==> src/rtl/vending_machine_param.sv <==
// Parametrised vending controller: item select, multi-denomination coins, per-item
// stock, cancel/refund, inactivity timeout and change return. All outputs registered.
module vending_machine_param #(
  parameter int                         NUM_ITEMS   = 4,
  parameter int                         SEL_W       = 2,
  parameter int                         PRICE_W     = 8,
  parameter logic [NUM_ITEMS*PRICE_W-1:0] PRICE_LIST = {8'd100, 8'd75, 8'd50, 8'd25},
  parameter int                         STOCK_W     = 4,
  parameter int                         INIT_STOCK  = 2,
  parameter int                         TIMEOUT_CYC = 64
) (
  input  logic               clk,
  input  logic               rst,
  input  logic               sel_valid,
  input  logic [SEL_W-1:0]   item_sel,
  input  logic               coin_valid,
  input  logic [1:0]         coin_type,
  input  logic               vend_req,
  input  logic               cancel,
  input  logic               restock,
  output logic [PRICE_W-1:0] credit,
  output logic               dispense_valid,
  output logic [SEL_W-1:0]   dispense_item,
  output logic               change_valid,
  output logic [PRICE_W-1:0] change_amt,
  output logic               sold_out,
  output logic               coin_reject,
  output logic               busy
);

  localparam int TMO_W = $clog2(TIMEOUT_CYC + 1);

  // Handshake: every input strobe is a single-cycle request sampled on the rising
  // edge; there is no back-pressure, so a request that cannot be honoured is
  // answered with a one-cycle sold_out / coin_reject pulse or silently dropped.
  typedef enum logic [1:0] {
    S_IDLE     = 2'd0,
    S_SELECTED = 2'd1,
    S_DISPENSE = 2'd2,
    S_CHANGE   = 2'd3
  } state_t;

  state_t                             state_q, state_d;
  logic [SEL_W-1:0]                   item_q, item_d;
  logic [TMO_W-1:0]                   tmo_q, tmo_d;
  logic [NUM_ITEMS-1:0][STOCK_W-1:0]  stock_q, stock_d;
  logic [PRICE_W-1:0]                 credit_q, credit_d;
  logic                               dispense_valid_q, dispense_valid_d;
  logic [SEL_W-1:0]                   dispense_item_q, dispense_item_d;
  logic                               change_valid_q, change_valid_d;
  logic [PRICE_W-1:0]                 change_amt_q, change_amt_d;
  logic                               sold_out_q, sold_out_d;
  logic                               coin_reject_q, coin_reject_d;
  logic                               busy_q, busy_d;

  logic [PRICE_W-1:0]                 coin_value;
  logic [PRICE_W:0]                   coin_sum;
  logic [PRICE_W-1:0]                 price_sel;
  logic [PRICE_W-1:0]                 change_calc;
  logic [STOCK_W-1:0]                 sel_stock;
  logic                               sel_in_range;
  logic                               timeout;

  always_comb begin
    case (coin_type)
      2'b00:   coin_value = PRICE_W'(5);
      2'b01:   coin_value = PRICE_W'(10);
      2'b10:   coin_value = PRICE_W'(25);
      default: coin_value = PRICE_W'(50);
    endcase
  end

  // One extra bit catches a sum that would wrap the credit register.
  assign coin_sum    = {1'b0, credit_q} + {1'b0, coin_value};
  assign change_calc = credit_q - price_sel;
  assign timeout     = (tmo_q == TMO_W'(TIMEOUT_CYC - 1));

  // Decoded lookups; indices at or above NUM_ITEMS fall out as "not in range".
  always_comb begin
    price_sel    = '0;
    sel_stock    = '0;
    sel_in_range = 1'b0;
    for (int i = 0; i < NUM_ITEMS; i++) begin
      if (item_q == SEL_W'(i)) price_sel = PRICE_LIST[i*PRICE_W +: PRICE_W];
      if (item_sel == SEL_W'(i)) begin
        sel_stock    = stock_q[i];
        sel_in_range = 1'b1;
      end
    end
  end

  always_comb begin
    state_d          = state_q;
    item_d           = item_q;
    tmo_d            = tmo_q;
    stock_d          = stock_q;
    credit_d         = credit_q;
    dispense_valid_d = 1'b0;
    dispense_item_d  = '0;
    change_valid_d   = 1'b0;
    change_amt_d     = '0;
    sold_out_d       = 1'b0;
    coin_reject_d    = 1'b0;

    case (state_q)
      S_IDLE: begin
        credit_d      = '0;
        tmo_d         = '0;
        coin_reject_d = coin_valid;
        if (restock) stock_d = {NUM_ITEMS{STOCK_W'(INIT_STOCK)}};
        if (sel_valid) begin
          if (sel_in_range && (sel_stock != '0)) begin
            item_d  = item_sel;
            state_d = S_SELECTED;
          end else begin
            sold_out_d = 1'b1;
          end
        end
      end

      S_SELECTED: begin
        if (cancel || timeout) begin
          tmo_d         = '0;
          coin_reject_d = coin_valid;
          if (credit_q != '0) begin
            state_d        = S_CHANGE;
            change_valid_d = 1'b1;
            change_amt_d   = credit_q;
          end else begin
            state_d = S_IDLE;
          end
        end else if (vend_req && (credit_q >= price_sel)) begin
          state_d          = S_DISPENSE;
          dispense_valid_d = 1'b1;
          dispense_item_d  = item_q;
          coin_reject_d    = coin_valid;
        end else if (coin_valid && !coin_sum[PRICE_W]) begin
          credit_d = coin_sum[PRICE_W-1:0];
          tmo_d    = '0;
        end else begin
          coin_reject_d = coin_valid;
          tmo_d         = tmo_q + 1'b1;
        end
      end

      S_DISPENSE: begin
        coin_reject_d = coin_valid;
        for (int i = 0; i < NUM_ITEMS; i++) begin
          if ((item_q == SEL_W'(i)) && (stock_q[i] != '0)) stock_d[i] = stock_q[i] - 1'b1;
        end
        // Credit holds the remainder while the change is on its way out.
        if (change_calc != '0) begin
          state_d        = S_CHANGE;
          change_valid_d = 1'b1;
          change_amt_d   = change_calc;
          credit_d       = change_calc;
        end else begin
          state_d  = S_IDLE;
          credit_d = '0;
        end
      end

      default: begin
        coin_reject_d = coin_valid;
        credit_d      = '0;
        state_d       = S_IDLE;
      end
    endcase

    busy_d = (state_d != S_IDLE);
  end

  always_ff @(posedge clk or negedge rst) begin
    if (!rst) begin
      state_q          <= S_IDLE;
      item_q           <= '0;
      tmo_q            <= '0;
      stock_q          <= {NUM_ITEMS{STOCK_W'(INIT_STOCK)}};
      credit_q         <= '0;
      dispense_valid_q <= 1'b0;
      dispense_item_q  <= '0;
      change_valid_q   <= 1'b0;
      change_amt_q     <= '0;
      sold_out_q       <= 1'b0;
      coin_reject_q    <= 1'b0;
      busy_q           <= 1'b0;
    end else begin
      state_q          <= state_d;
      item_q           <= item_d;
      tmo_q            <= tmo_d;
      stock_q          <= stock_d;
      credit_q         <= credit_d;
      dispense_valid_q <= dispense_valid_d;
      dispense_item_q  <= dispense_item_d;
      change_valid_q   <= change_valid_d;
      change_amt_q     <= change_amt_d;
      sold_out_q       <= sold_out_d;
      coin_reject_q    <= coin_reject_d;
      busy_q           <= busy_d;
    end
  end

  assign credit         = credit_q;
  assign dispense_valid = dispense_valid_q;
  assign dispense_item  = dispense_item_q;
  assign change_valid   = change_valid_q;
  assign change_amt     = change_amt_q;
  assign sold_out       = sold_out_q;
  assign coin_reject    = coin_reject_q;
  assign busy           = busy_q;

endmodule

==> config.mk <==
export PLATFORM = sky130hd
export DESIGN_NAME = vending_machine_param
export DESIGN_NICKNAME = d
export VERILOG_FILES = /design/src/rtl/vending_machine_param.sv
export SDC_FILE = /design/constraint.sdc
export NUM_CORES = 1
export LEC_CHECK = 0
export BUFFER_PORTS_ARGS = -buffer_cell sky130_fd_sc_hd__buf_4
export CORE_ASPECT_RATIO = 0.5
export CORE_UTILIZATION = 45
export CTS_CLUSTER_SIZE = 24
export DETAILED_ROUTE_END_ITERATION = 16
export PLACE_DENSITY = 0.72
export RECOVER_POWER = 50
export SYNTH_ARGS = -nofsm -noshare
export SYNTH_HDL_FRONTEND = slang
export SYNTH_SLANG_ARGS = --single-unit
export TNS_END_PERCENT = 5
==> constraint.sdc <==
create_clock -name clk -period 4.3 [get_ports clk]
set_clock_uncertainty 0.1 [all_clocks]
set_input_delay 0.645 -clock clk [delete_from_list [all_inputs] [get_ports clk]]
set_output_delay 0.645 -clock clk [all_outputs]
set_load 0.03 [all_outputs]
==> reports/qor.yml <==
layout:
  fin_nets: 462
  area_growth_pct: 12.6
  fill_cells: 649
  diodes: 0
  post-route-util_pct: 54.6
  drive_above_1_share_pct: 10.1
logic_synthesis:
  yosysMostFrequentCell: "nand2_1"
  avgSynthCellArea_um2: 8.76
  yosysWarnings: 0
  syn_area_um2: 3370
  synth_top_area_share_pct: 34.1
  synthFlopType: "dfrtp_1"
  yosys.area.top_type: "dfrtp_1"
  synth_seq_cells: 50
  async_reset_ff_share_pct: 100
  synth_edf_count: 0
  ys_seq_area_share_pct: 37.2
  syn-instance-count: 385
  synthDistinctLibCells: 55
  synth_common_cells: "nand2_1 (50), dfrtp_1 (46), nor2_1 (37)"
  synth.area.top_cells: "dfrtp_1 (34%), ha_1 (12%), nand2_1 (5.6%)"
  synth_nets: 431
setup_path:
  timing.rr.end: "tmo_q[5]"
  start_kind: "register"
  cp-end-kind: "register"
  arrival_ns: 3.22
  path_max_fanout: 10
  criticalPathCategory: "reg -> reg"
  slowest_delay_ns: 0.54
  cpMostUsedCell: "ha_1"
  r2r_cells: 11
  crit_chain: "inv_1 > ha_1 > nor2_1 > o21ai_0 > ha_1 > a21o_1 > a211o_1 > o21ai_4 > o22ai_4 > or4_1 > nand3_1"
  r2r_slack_ns: 1.21
  timing.rr.start: "item_q[0]"
  cp.required_ns: 4.43
  cp_slowest_cell: "or4_1"
clocking:
  cts_buffers: 5
  post-cts-setup-buffers: 0
  cts_tree: "built"
  cts_hold_buf: 0
  clockRootBuffer: "clkbuf_16"
  insertion_delay_ns: 0.29
  htreeDepth: 2
  cts_max_path_buffers: 2
  clk_pin_slew_ns: 0.07
  clkSinkCount: 50
  post_cts_resized: 0
sta:
  worst_slack_ns: 1.21
  tns_ns: 0
  timing_worst_slew_pin_value_ns: 2.63
  final_max_slew_viol_count: 51
  finalSetupViolCount: 0
  hold_viol: 0
  post-route-min-period_ns: 3.09
  relSlewSlack_pct: -75.4
  clock.fmax_mhz: 323
  hold_slack_ns: 0.403
  grt_setup_unrepaired: "no"
  fin_crit_sh_pct: 71.9
power:
  total_power_mw: 2.78
  p_comb_share_pct: 58.4
  power_frac_seq_pct: 27.1
  p_clk_share_pct: 14.5
  ir_worst_vdd_mv: 0.266
  p_int_mw: 1.47
  switching_power_mw: 1.31
  switching_share_pct: 47.1
  p_per_area_nw_per_um2: 732
  leakage_nw: 1.76
route:
  finalWirelength_mm: 7.30
  firstDrtPassIters: 4
  drt_iter0_drc: 248
  ant_nets: 0
  met1Wirelength_mm: 3.71
  drc: 0
  wl_per_cell_um: 14.3
  via_per_inst: 5.43
  dr_wl_met2_mm: 3.13
  routed.top_layer: "met4"
  wl_met3_um: 391
  vias: 2763
worst_hold_path:
  hold_depth: 2
  hold_path_class: "reg -> reg"
  hp-start: "tmo_q[6]"
  hold_end: "tmo_q[6]"
floorplanning:
  core-area_um2: 6960
  rows: 21
  die_w_um: 124
  fp.dieH_um: 63.2
  dieArea_um2: 7870
  start_util_pct: 48.4
  pin_count: 34
placement:
  port_buffers: 33
  dp_worst_setup_slack_ns: 0.926
  dp_hpwl_mm: 5.46
  gp_congestion: 0.847
global_routing:
  antenna_found_initial: 0
  track_usage_pct: 20.4
  overflow: 0
  grt_pass1_wl_mm: 12.7
  grt_max_degree: 51
  grt_pass1_vias: 2572
run_status:
  status: "finished with violations"
  violations: "capacitance limit, slew limit"
flow_run:
  cap_violations: 1
## layout by cell type, fill, tap and decap left out, types with 5 or more instances in the layout
cell,synthesis,routed
nand2_1,50,50
dfrtp_1,46,46
nor2_1,37,37
ha_1,33,33
inv_1,29,29
o21ai_0,25,25
buf_4,0,22
a21oi_1,16,16
nand3_1,13,13
clkbuf_1,7,13
xnor2_1,11,11
nor4_1,8,8
nor2b_1,7,7
a21o_1,6,6
nand2b_1,6,6
nor3_1,5,5
o211ai_1,5,5
a21boi_0,5,5
clkbuf_16,0,5
## worst max path at each step
stage / cells past startpoint / slack, ns / start / end
finish: 11 / 1.21 / item_q[0] / tmo_q[5]
global route: 1 / 0.77 / rst / credit[6]
CTS: 11 / 1.19 / item_q[0] / tmo_q[5]
detailed placement: 10 / 0.93 / coin_type[0] / credit[4]
global placement: 10 / 1.04 / coin_type[0] / credit[4]
floorplan: 9 / 1.39 / coin_type[0] / credit[4]
## layout make-up
type / count / area [µm²] / share of cell area (%)
flip-flops and latches: 50 / 1260 / 33.1
multi-input cells: 296 / 1960 / 51.6
repair buffers: 34 / 210 / 5.53
clock buffers: 7 / 143 / 3.75
clock inverters: 1 / 5.00 / 0.132
inverters: 29 / 109 / 2.87
well taps: 92 / 115 / 3.03
## metrics by stage
stage / instances / instance area [µm²]
3_5_place_dp: 501 / 3700
2_1_floorplan: 385 / 3370
3_3_place_gp: 501 / 3700
4_1_cts: 509 / 3840
5_1_grt: 509 / 3800
6_report: 509 / 3800
## per-layer routing
layer	GRT usage (%)	up-vias
li1	-	1411
met5	0	-
met4	6.17	0
met2	29.3	58
met1	30.5	1287
met3	4.25	7
## kinds of logic (layout without fill, tap and decap cells)
group	Yosys count	after routing	share of synthesized area, %
mux	2	2	0.631
flops	50	50	37.2
fa+ha+maj	35	35	13.4
compound gates	91	91	18.3
simple gates	154	154	22.1
buf+inv	39	71	4.64
xor+xnor	14	14	3.64
## critical path: cells and delay by family (launching register included)
| family | cells | cell delay, ns |
|---|---|---|
| AOI/OAI and AO/OA | 5 | 1.12 |
| and+or+nand+nor | 3 | 0.79 |
| adders and majority gates | 2 | 0.49 |
| DFF | 1 | 0.39 |
| buffers and inverters | 1 | 0.15 |
## power by group through the flow
stage | Sequential [mW] | Combinational (mW) | Clock (mW)
5_1_grt | 0.775 | 1.82 | 0.430
4_1_cts | 0.754 | 1.65 | 0.407
3_3_place_gp | 0.759 | 1.63 | 0
2_1_floorplan | 0.857 | 1.14 | 0
3_5_place_dp | 0.762 | 1.65 | 0
6_report | 0.753 | 1.62 | 0.402
## state kept, by name (all words and copies together) (netlist names)
signal          count
stock_q            16
change_amt          8
credit              8
tmo_q               7
dispense_item       2
item_q              2
state_q             2
busy                1
change_valid        1
coin_reject         1
dispense_valid      1
sold_out            1
Note: power is estimated with default switching activity, not from simulation.
